`config.mk`:
```
export PLATFORM = sky130hd
export DESIGN_NAME = rvfi_commit_serializer
export DESIGN_NICKNAME = d
export VERILOG_FILES = /design/src/rtl/rvfi_pkg.sv /design/src/rtl/rvfi_trace_fifo.sv /design/src/rtl/rvfi_commit_serializer.sv
export SDC_FILE = /design/constraint.sdc
export NUM_CORES = 2
export LEC_CHECK = 0
export CORE_ASPECT_RATIO = 0.7
export CORE_MARGIN = 10
export CORE_UTILIZATION = 50
export CTS_BUF_LIST = sky130_fd_sc_hd__clkbuf_2
export DETAILED_ROUTE_END_ITERATION = 7
export HOLD_SLACK_MARGIN = 0.12
export PLACE_DENSITY_LB_ADDON = 0.1
export SYNTH_ARGS = -nofsm -noshare
export SYNTH_HDL_FRONTEND = slang
export SYNTH_SLANG_ARGS = --single-unit
```
`constraint.sdc`:
```
create_clock -name clk_i -period 35.3 [get_ports clk_i]
set_input_delay 7.06 -clock clk_i [delete_from_list [all_inputs] [get_ports clk_i]]
set_output_delay 7.06 -clock clk_i [all_outputs]
set_load 0.05 [all_outputs]
```
`src/rtl/rvfi_pkg.sv`:
```
// RVFI record type plus the trace-side halt and exit-code definitions.
package rvfi_pkg;

    typedef struct packed {
        logic        valid;
        logic [63:0] order;
        logic [31:0] insn;
        logic        trap;
        logic        halt;
        logic        intr;
        logic [1:0]  mode;
        logic [4:0]  rd_addr;
        logic [31:0] rd_wdata;
        logic [31:0] pc_rdata;
        logic [31:0] pc_wdata;
    } rvfi_instr_t;

    typedef enum logic [1:0] {
        RUN   = 2'd0,
        DRAIN = 2'd1,
        DONE  = 2'd2
    } trace_halt_e;

    typedef enum logic [1:0] {
        NONE    = 2'd0,
        ECALL   = 2'd1,
        TIMEOUT = 2'd2
    } trace_exit_e;

    localparam logic [31:0] ECALL_INSN = 32'h0000_0073;

endpackage

```
`src/rtl/rvfi_trace_fifo.sv`:
```
// Multi-push, single-pop FIFO. Up to NR_PUSH entries are written per cycle
// into consecutive slots starting at the write pointer; the caller guarantees
// push_cnt_i never exceeds the free space.
module rvfi_trace_fifo #(
    parameter int unsigned DATA_W  = 32,
    parameter int unsigned NR_PUSH = 2,
    parameter int unsigned DEPTH   = 8,
    localparam int unsigned AW     = $clog2(DEPTH),
    localparam int unsigned PTR_W  = AW + 1,
    localparam int unsigned CNT_W  = $clog2(NR_PUSH + 1)
) (
    input  logic                             clk_i,
    input  logic                             rst_ni,
    input  logic [CNT_W-1:0]                 push_cnt_i,
    input  logic [NR_PUSH-1:0][DATA_W-1:0]   push_data_i,
    input  logic                             pop_i,
    output logic [DATA_W-1:0]                head_o,
    output logic                             empty_o,
    output logic [PTR_W-1:0]                 count_o
);

    logic [DATA_W-1:0] mem_q [DEPTH];
    logic [PTR_W-1:0]  wptr_q;
    logic [PTR_W-1:0]  rptr_q;
    logic              do_pop;

    // The extra pointer bit keeps full (count == DEPTH) distinct from empty.
    assign count_o = wptr_q - rptr_q;
    assign empty_o = (wptr_q == rptr_q);
    assign do_pop  = pop_i && !empty_o;
    assign head_o  = mem_q[rptr_q[AW-1:0]];

    // Pointer bookkeeping; reset discards every stored entry at once.
    always_ff @(posedge clk_i or negedge rst_ni) begin
        if (!rst_ni) begin
            wptr_q <= '0;
            rptr_q <= '0;
        end else begin
            wptr_q <= wptr_q + PTR_W'(push_cnt_i);
            if (do_pop) begin
                rptr_q <= rptr_q + PTR_W'(1);
            end
        end
    end

    // Storage array; contents are meaningless until covered by the pointers.
    always_ff @(posedge clk_i) begin
        for (int k = 0; k < int'(NR_PUSH); k++) begin
            if (k < int'(push_cnt_i)) begin
                mem_q[wptr_q[AW-1:0] + AW'(k)] <= push_data_i[k];
            end
        end
    end

endmodule

```
`src/rtl/rvfi_commit_serializer.sv`:
```
// Collects retired/trapping RVFI commit records, buffers them in program order
// and hands them one at a time to a trace sink. Also sequences end of
// simulation: ecall or timeout -> drain the buffer -> done with exit code.
module rvfi_commit_serializer
    import rvfi_pkg::*;
#(
    parameter int unsigned NR_COMMIT_PORTS = 2,
    parameter int unsigned DEPTH           = 8,
    parameter int unsigned TIMEOUT_CYCLES  = 2000000,
    localparam int unsigned PORT_W = (NR_COMMIT_PORTS > 1) ? $clog2(NR_COMMIT_PORTS) : 1
) (
    input  logic                              clk_i,
    input  logic                              rst_ni,
    input  rvfi_instr_t [NR_COMMIT_PORTS-1:0] rvfi_i,
    output logic                              trace_valid_o,
    input  logic                              trace_ready_i,
    output rvfi_instr_t                       trace_o,
    output logic [PORT_W-1:0]                 trace_port_o,
    output logic                              overflow_o,
    output logic                              sim_done_o,
    output logic [1:0]                        exit_code_o
);

    localparam int unsigned PTR_W = $clog2(DEPTH) + 1;
    localparam int unsigned CNT_W = $clog2(NR_COMMIT_PORTS + 1);
    localparam int unsigned REC_W = $bits(rvfi_instr_t);
    localparam int unsigned ENT_W = REC_W + PORT_W;

    trace_halt_e                            state_q, state_d;
    trace_exit_e                            exit_q, exit_d;
    logic [31:0]                            cycle_q;
    logic                                   overflow_q;
    logic [NR_COMMIT_PORTS-1:0]             keep;
    logic                                   ecall_hit;
    logic                                   drop_hit;
    logic                                   timeout_hit;
    logic [CNT_W-1:0]                       push_cnt;
    logic [NR_COMMIT_PORTS-1:0][ENT_W-1:0]  push_data;
    logic [ENT_W-1:0]                       head;
    logic                                   fifo_empty;
    logic [PTR_W-1:0]                       fifo_cnt;
    logic                                   pop;

    // Pick the qualifying ports that get a slot: free space is measured before
    // this cycle's pop, and an ecall cuts off every younger port silently.
    always_comb begin
        int   slot;
        int   free;
        logic cut;
        keep      = '0;
        ecall_hit = 1'b0;
        drop_hit  = 1'b0;
        slot      = 0;
        cut       = 1'b0;
        free      = int'(DEPTH) - int'(fifo_cnt);
        for (int i = 0; i < int'(NR_COMMIT_PORTS); i++) begin
            if (state_q == RUN && (rvfi_i[i].valid || rvfi_i[i].trap) && !cut) begin
                if (slot < free) begin
                    keep[i] = 1'b1;
                    slot++;
                    if (rvfi_i[i].valid && rvfi_i[i].insn == ECALL_INSN) begin
                        ecall_hit = 1'b1;
                        cut       = 1'b1;
                    end
                end else begin
                    drop_hit = 1'b1;
                end
            end
        end
        push_cnt = CNT_W'(slot);
    end

    // Compact the kept records into consecutive write slots, oldest port first.
    always_comb begin
        int slot;
        push_data = '0;
        slot      = 0;
        for (int i = 0; i < int'(NR_COMMIT_PORTS); i++) begin
            if (keep[i]) begin
                for (int k = 0; k < int'(NR_COMMIT_PORTS); k++) begin
                    if (k == slot) begin
                        push_data[k] = {PORT_W'(i), rvfi_i[i]};
                    end
                end
                slot++;
            end
        end
    end

    rvfi_trace_fifo #(
        .DATA_W  (ENT_W),
        .NR_PUSH (NR_COMMIT_PORTS),
        .DEPTH   (DEPTH)
    ) u_fifo (
        .clk_i       (clk_i),
        .rst_ni      (rst_ni),
        .push_cnt_i  (push_cnt),
        .push_data_i (push_data),
        .pop_i       (pop),
        .head_o      (head),
        .empty_o     (fifo_empty),
        .count_o     (fifo_cnt)
    );

    assign timeout_hit   = (cycle_q >= TIMEOUT_CYCLES);
    assign trace_valid_o = !fifo_empty;
    assign pop           = trace_valid_o && trace_ready_i;
    assign trace_o       = fifo_empty ? '0 : rvfi_instr_t'(head[REC_W-1:0]);
    assign trace_port_o  = fifo_empty ? '0 : head[ENT_W-1:REC_W];
    assign overflow_o    = overflow_q;
    assign sim_done_o    = (state_q == DONE);
    assign exit_code_o   = exit_q;

    // Halt sequencing: ecall beats timeout; DONE follows the pop that empties
    // the buffer (or the first DRAIN cycle if it was already empty).
    always_comb begin
        state_d = state_q;
        exit_d  = exit_q;
        unique case (state_q)
            RUN: begin
                if (ecall_hit) begin
                    state_d = DRAIN;
                    exit_d  = ECALL;
                end else if (timeout_hit) begin
                    state_d = DRAIN;
                    exit_d  = TIMEOUT;
                end
            end
            DRAIN: begin
                if (fifo_empty || (fifo_cnt == PTR_W'(1) && pop)) begin
                    state_d = DONE;
                end
            end
            DONE:    state_d = DONE;
            default: state_d = RUN;
        endcase
    end

    // Halt state, exit code, saturating cycle counter and sticky overflow.
    always_ff @(posedge clk_i or negedge rst_ni) begin
        if (!rst_ni) begin
            state_q    <= RUN;
            exit_q     <= NONE;
            cycle_q    <= '0;
            overflow_q <= 1'b0;
        end else begin
            state_q <= state_d;
            exit_q  <= exit_d;
            if (cycle_q != '1) begin
                cycle_q <= cycle_q + 32'd1;
            end
            if (drop_hit) begin
                overflow_q <= 1'b1;
            end
        end
    end

endmodule

```
==> summary.md <==
| Metric | Value |
|---|---|
| DR WL/cell | 36.31 microns |
| F_max | 69.73 MHz |
| Rows | 126 |
| Layout Utilization | 55.80% |
| Top-Level Pins | 618 |
| Yosys top cell area share | 57.90% |
| Reg2reg path depth | 16 |
| Overall Global Routing Usage | 31.13% |
| Reg clk slew, reported paths | 110 ps |
| R2r startpoint | u_fifo.rptr_q[1]$_DFFE_PN0P_ |
| Setup TNS | 0 ps |
| Setup crit end | trace_o[149] |
| Post-Syn Instances | 5661 |
| DIE HEIGHT | 364.2 microns |
| Nets | 6203 |
| RSZ-0062 raised after global routing | false |
| Synth Area in Simple Gates | 3.045% |
| Crit path launch | u_fifo.rptr_q[2]$_DFFE_PN0P_ |
| Adder-Cell Fraction of Synth Area | 0.2838% |
| Period utilization | 40.63% |
| ANT nets after route | 0 |
| Layout cells sized above 1 | 19.86% |
| Post-synth cell types | 62 |
| Most instantiated cells after synthesis | edfxtp_1, a32o_1, nand2_1 |
| Pre-Repair DR Iteration Count | 7 |
| Max stage delay on crit path | 830 ps |
| P&R area growth vs syn | 11.00% |
| Synthesized flop and latch total | 1677 |
| Mapped Nets | 6088 |
| Cts repair resizes | 0 |
| Fillers | 13880 |
| Endpoints failing setup | 0 |
| Worst skew pair latency | 1870 ps |
| CP max-delay cell | clkdlybuf4s50_1 |
| CP Class | reg -> out |
| Setup WS post-layout | 20960 ps |
| CP Data Arrival Time | 7280 ps |
| Vias post-DR | 61790 |
| Clk sinks | 1677 |
| Buffers on Ports | 617 |
| Die width | 511.8 microns |
| Clk buf depth | 4 |
| Hold_ws | 474.1 ps |
| Synthesized cell area | 84640 sq um |
| Post-Synth XOR/XNOR Area | 0.7199% |
| Max-Cap Viols | 0 |
| Async set-reset flop share out of synthesis | 2.683% |
| R2R Setup Slk | 26860 ps |
| Worst slack at placement | 21800 ps |
| CTS tree | built |
| Post-synthesis mux area share | 11.31% |
| Skew final | 153.1 ps |
| Max-slew headroom | 13.34% |
| Critical path, cell by cell | inv_8 > ha_1 > and4_4 > buf_4 > buf_12 > a21oi_1 > clkdlybuf4s50_1 |
| 1st-iter DRT viols | 8965 |
| Worst Path Required | 28240 ps |
| Initial antenna violation count | 91 |
| Core area | 168400 sq um |
| CTS Buf Count | 422 |
| First-pass GRT wire length | 436.5 mm |
| Die area | 186400 sq um |
| GP Congestion | 0.8396 |
| Startpoint type of the worst setup path | flop |
| Top-count cell post-synth | edfxtp_1 |
| Root Driver | clkbuf_2 |
| Global route total overflow | 0 |
| DRC viols | 0 |
| Setup repair bufs after CTS | 0 |
| CP Capture Type | primary output |
| Dpl hpwl | 151.8 mm |
| Crit-path max FO | 119 |
| Final hold vios | 0 |
| Worst-margin pin slew | 1291 ps |
| Post-synth EDFFs | 1632 |
| H-tree Lvls | 5 |
| Cts hold-fix bufs | 0 |
| Register area share after synthesis | 59.23% |
| Max-slew violation count | 0 |
| Tightest Hold Check Type | reg -> reg |
| Largest family of logic cells by synthesized area | compound AO/OA/AOI/OAI gates |
| Minimum clock period | 14340 ps |
| Initial Utilization | 50.27% |
| Ys flop type | edfxtp_1 |
| Vias in the first global route | 62340 |
| Post-Route WL | 302.5 mm |
| Status | completed |
| Synth area leaders | edfxtp_1, a32o_1, mux4_2 |
| Synth warn | 0 |
| Average footprint of a synthesized cell | 14.95 sq um |
| Worst r2r dst | u_fifo.mem_q[4][126]$_DFFE_PP_ |
| Cell taking the most area after synthesis | edfxtp_1 |
| Post-synthesis compound-gate area fraction | 20.10% |
| Largest net degree at the start of global routing | 230 |
| Vias per cell | 7.417 |
## how the worst min path moves through the flow
stage | startpoint | cells after the start | end | slack [ps]
6_report | cycle_q[20]$_DFFE_PN0P_ | 1 | cycle_q[20]$_DFFE_PN0P_ | 470
5_1_grt | cycle_q[19]$_DFFE_PN0P_ | 1 | cycle_q[19]$_DFFE_PN0P_ | 500
4_1_cts | cycle_q[6]$_DFFE_PN0P_ | 1 | cycle_q[6]$_DFFE_PN0P_ | 470
3_5_place_dp | cycle_q[20]$_DFFE_PN0P_ | 1 | cycle_q[20]$_DFFE_PN0P_ | 460
3_3_place_gp | cycle_q[20]$_DFFE_PN0P_ | 1 | cycle_q[20]$_DFFE_PN0P_ | 450
2_1_floorplan | cycle_q[20]$_DFFE_PN0P_ | 1 | cycle_q[20]$_DFFE_PN0P_ | 440
## logic make-up after synthesis
group                    count (synthesis)
AO/OA/AOI/OAI                         1843
XOR/XNOR                                50
adder cells (fa/ha/maj)                 18
buffers and inverters                 1051
flip-flops                            1677
multiplexers                           436
AND/OR/NAND/NOR                        586
## metrics by stage
step / cells / area, sq um
floorplan: 5661 / 84640
global placement: 7592 / 90450
detailed placement: 7592 / 90450
CTS: 8261 / 93780
global route: 8315 / 93920
finish: 8330 / 93950
## per-layer routing
| layer | track usage [%] | wire length [microns] | part of all wire [%] |
|---|---|---|---|
| met5 | 0 | 297 | 0.098 |
| met4 | 14.14 | 12130 | 4.0 |
| met3 | 8.037 | 33960 | 11 |
| met2 | 48.37 | 142300 | 47 |
| met1 | 41.37 | 113800 | 38 |
## flip-flops by register name, summed over array words and instances (netlist names)
register,count
overflow_o,1
exit_code_o,2
state_q,2
u_fifo.rptr_q,4
cycle_q,32
u_fifo.wptr_q,4
u_fifo.mem_q,1632
## cell type report
type                       instances  area (sq um)  area share, %
multi-input combinational       2933         30150          32.09
clock inverter                    67         317.8         0.3383
inverter                          15         71.32        0.07591
tap                             2240          2803          2.983
antenna                           69         172.7         0.1838
clock buffer                     602          3013          3.207
sequential                      1677         50140          53.37
timing repair buffer             727          7284          7.753
## placed cells by master (no fill, tap or decap), types with 4 or more instances in the layout
master / n
nand3_1: 20
and3_2: 6
mux4_2: 408
inv_1: 13
nand2_1: 465
diode_2: 69
o21ai_0: 7
a21oi_1: 208
clkbuf_2: 602
o21bai_4: 6
mux2i_1: 16
a22o_1: 8
nor2_1: 11
clkinv_2: 11
ha_1: 16
mux2i_4: 8
xnor2_4: 8
nand4_1: 14
nor3_1: 10
buf_4: 87
xor2_1: 6
nor4_1: 13
and3_1: 11
mux2_2: 4
and4_1: 5
xnor2_1: 34
clkinv_1: 51
edfxtp_1: 1632
a32o_1: 1353
clkdlybuf4s50_1: 616
buf_12: 23
dfrtp_1: 42
nor2_4: 5
o2bb2ai_1: 248
## critical path, delay by kind of cell, from the launching register on
kind | cells | cell delay, ps
buffers and inverters | 4 | 3120
flip-flops | 1 | 720
AND/OR/NAND/NOR | 1 | 690
adder cells (fa/ha/maj) | 1 | 370
AO/OA/AOI/OAI | 1 | 350
Power is not shown: default switching activity piles up to over one toggle a cycle in this logic, so the estimate is an artifact.
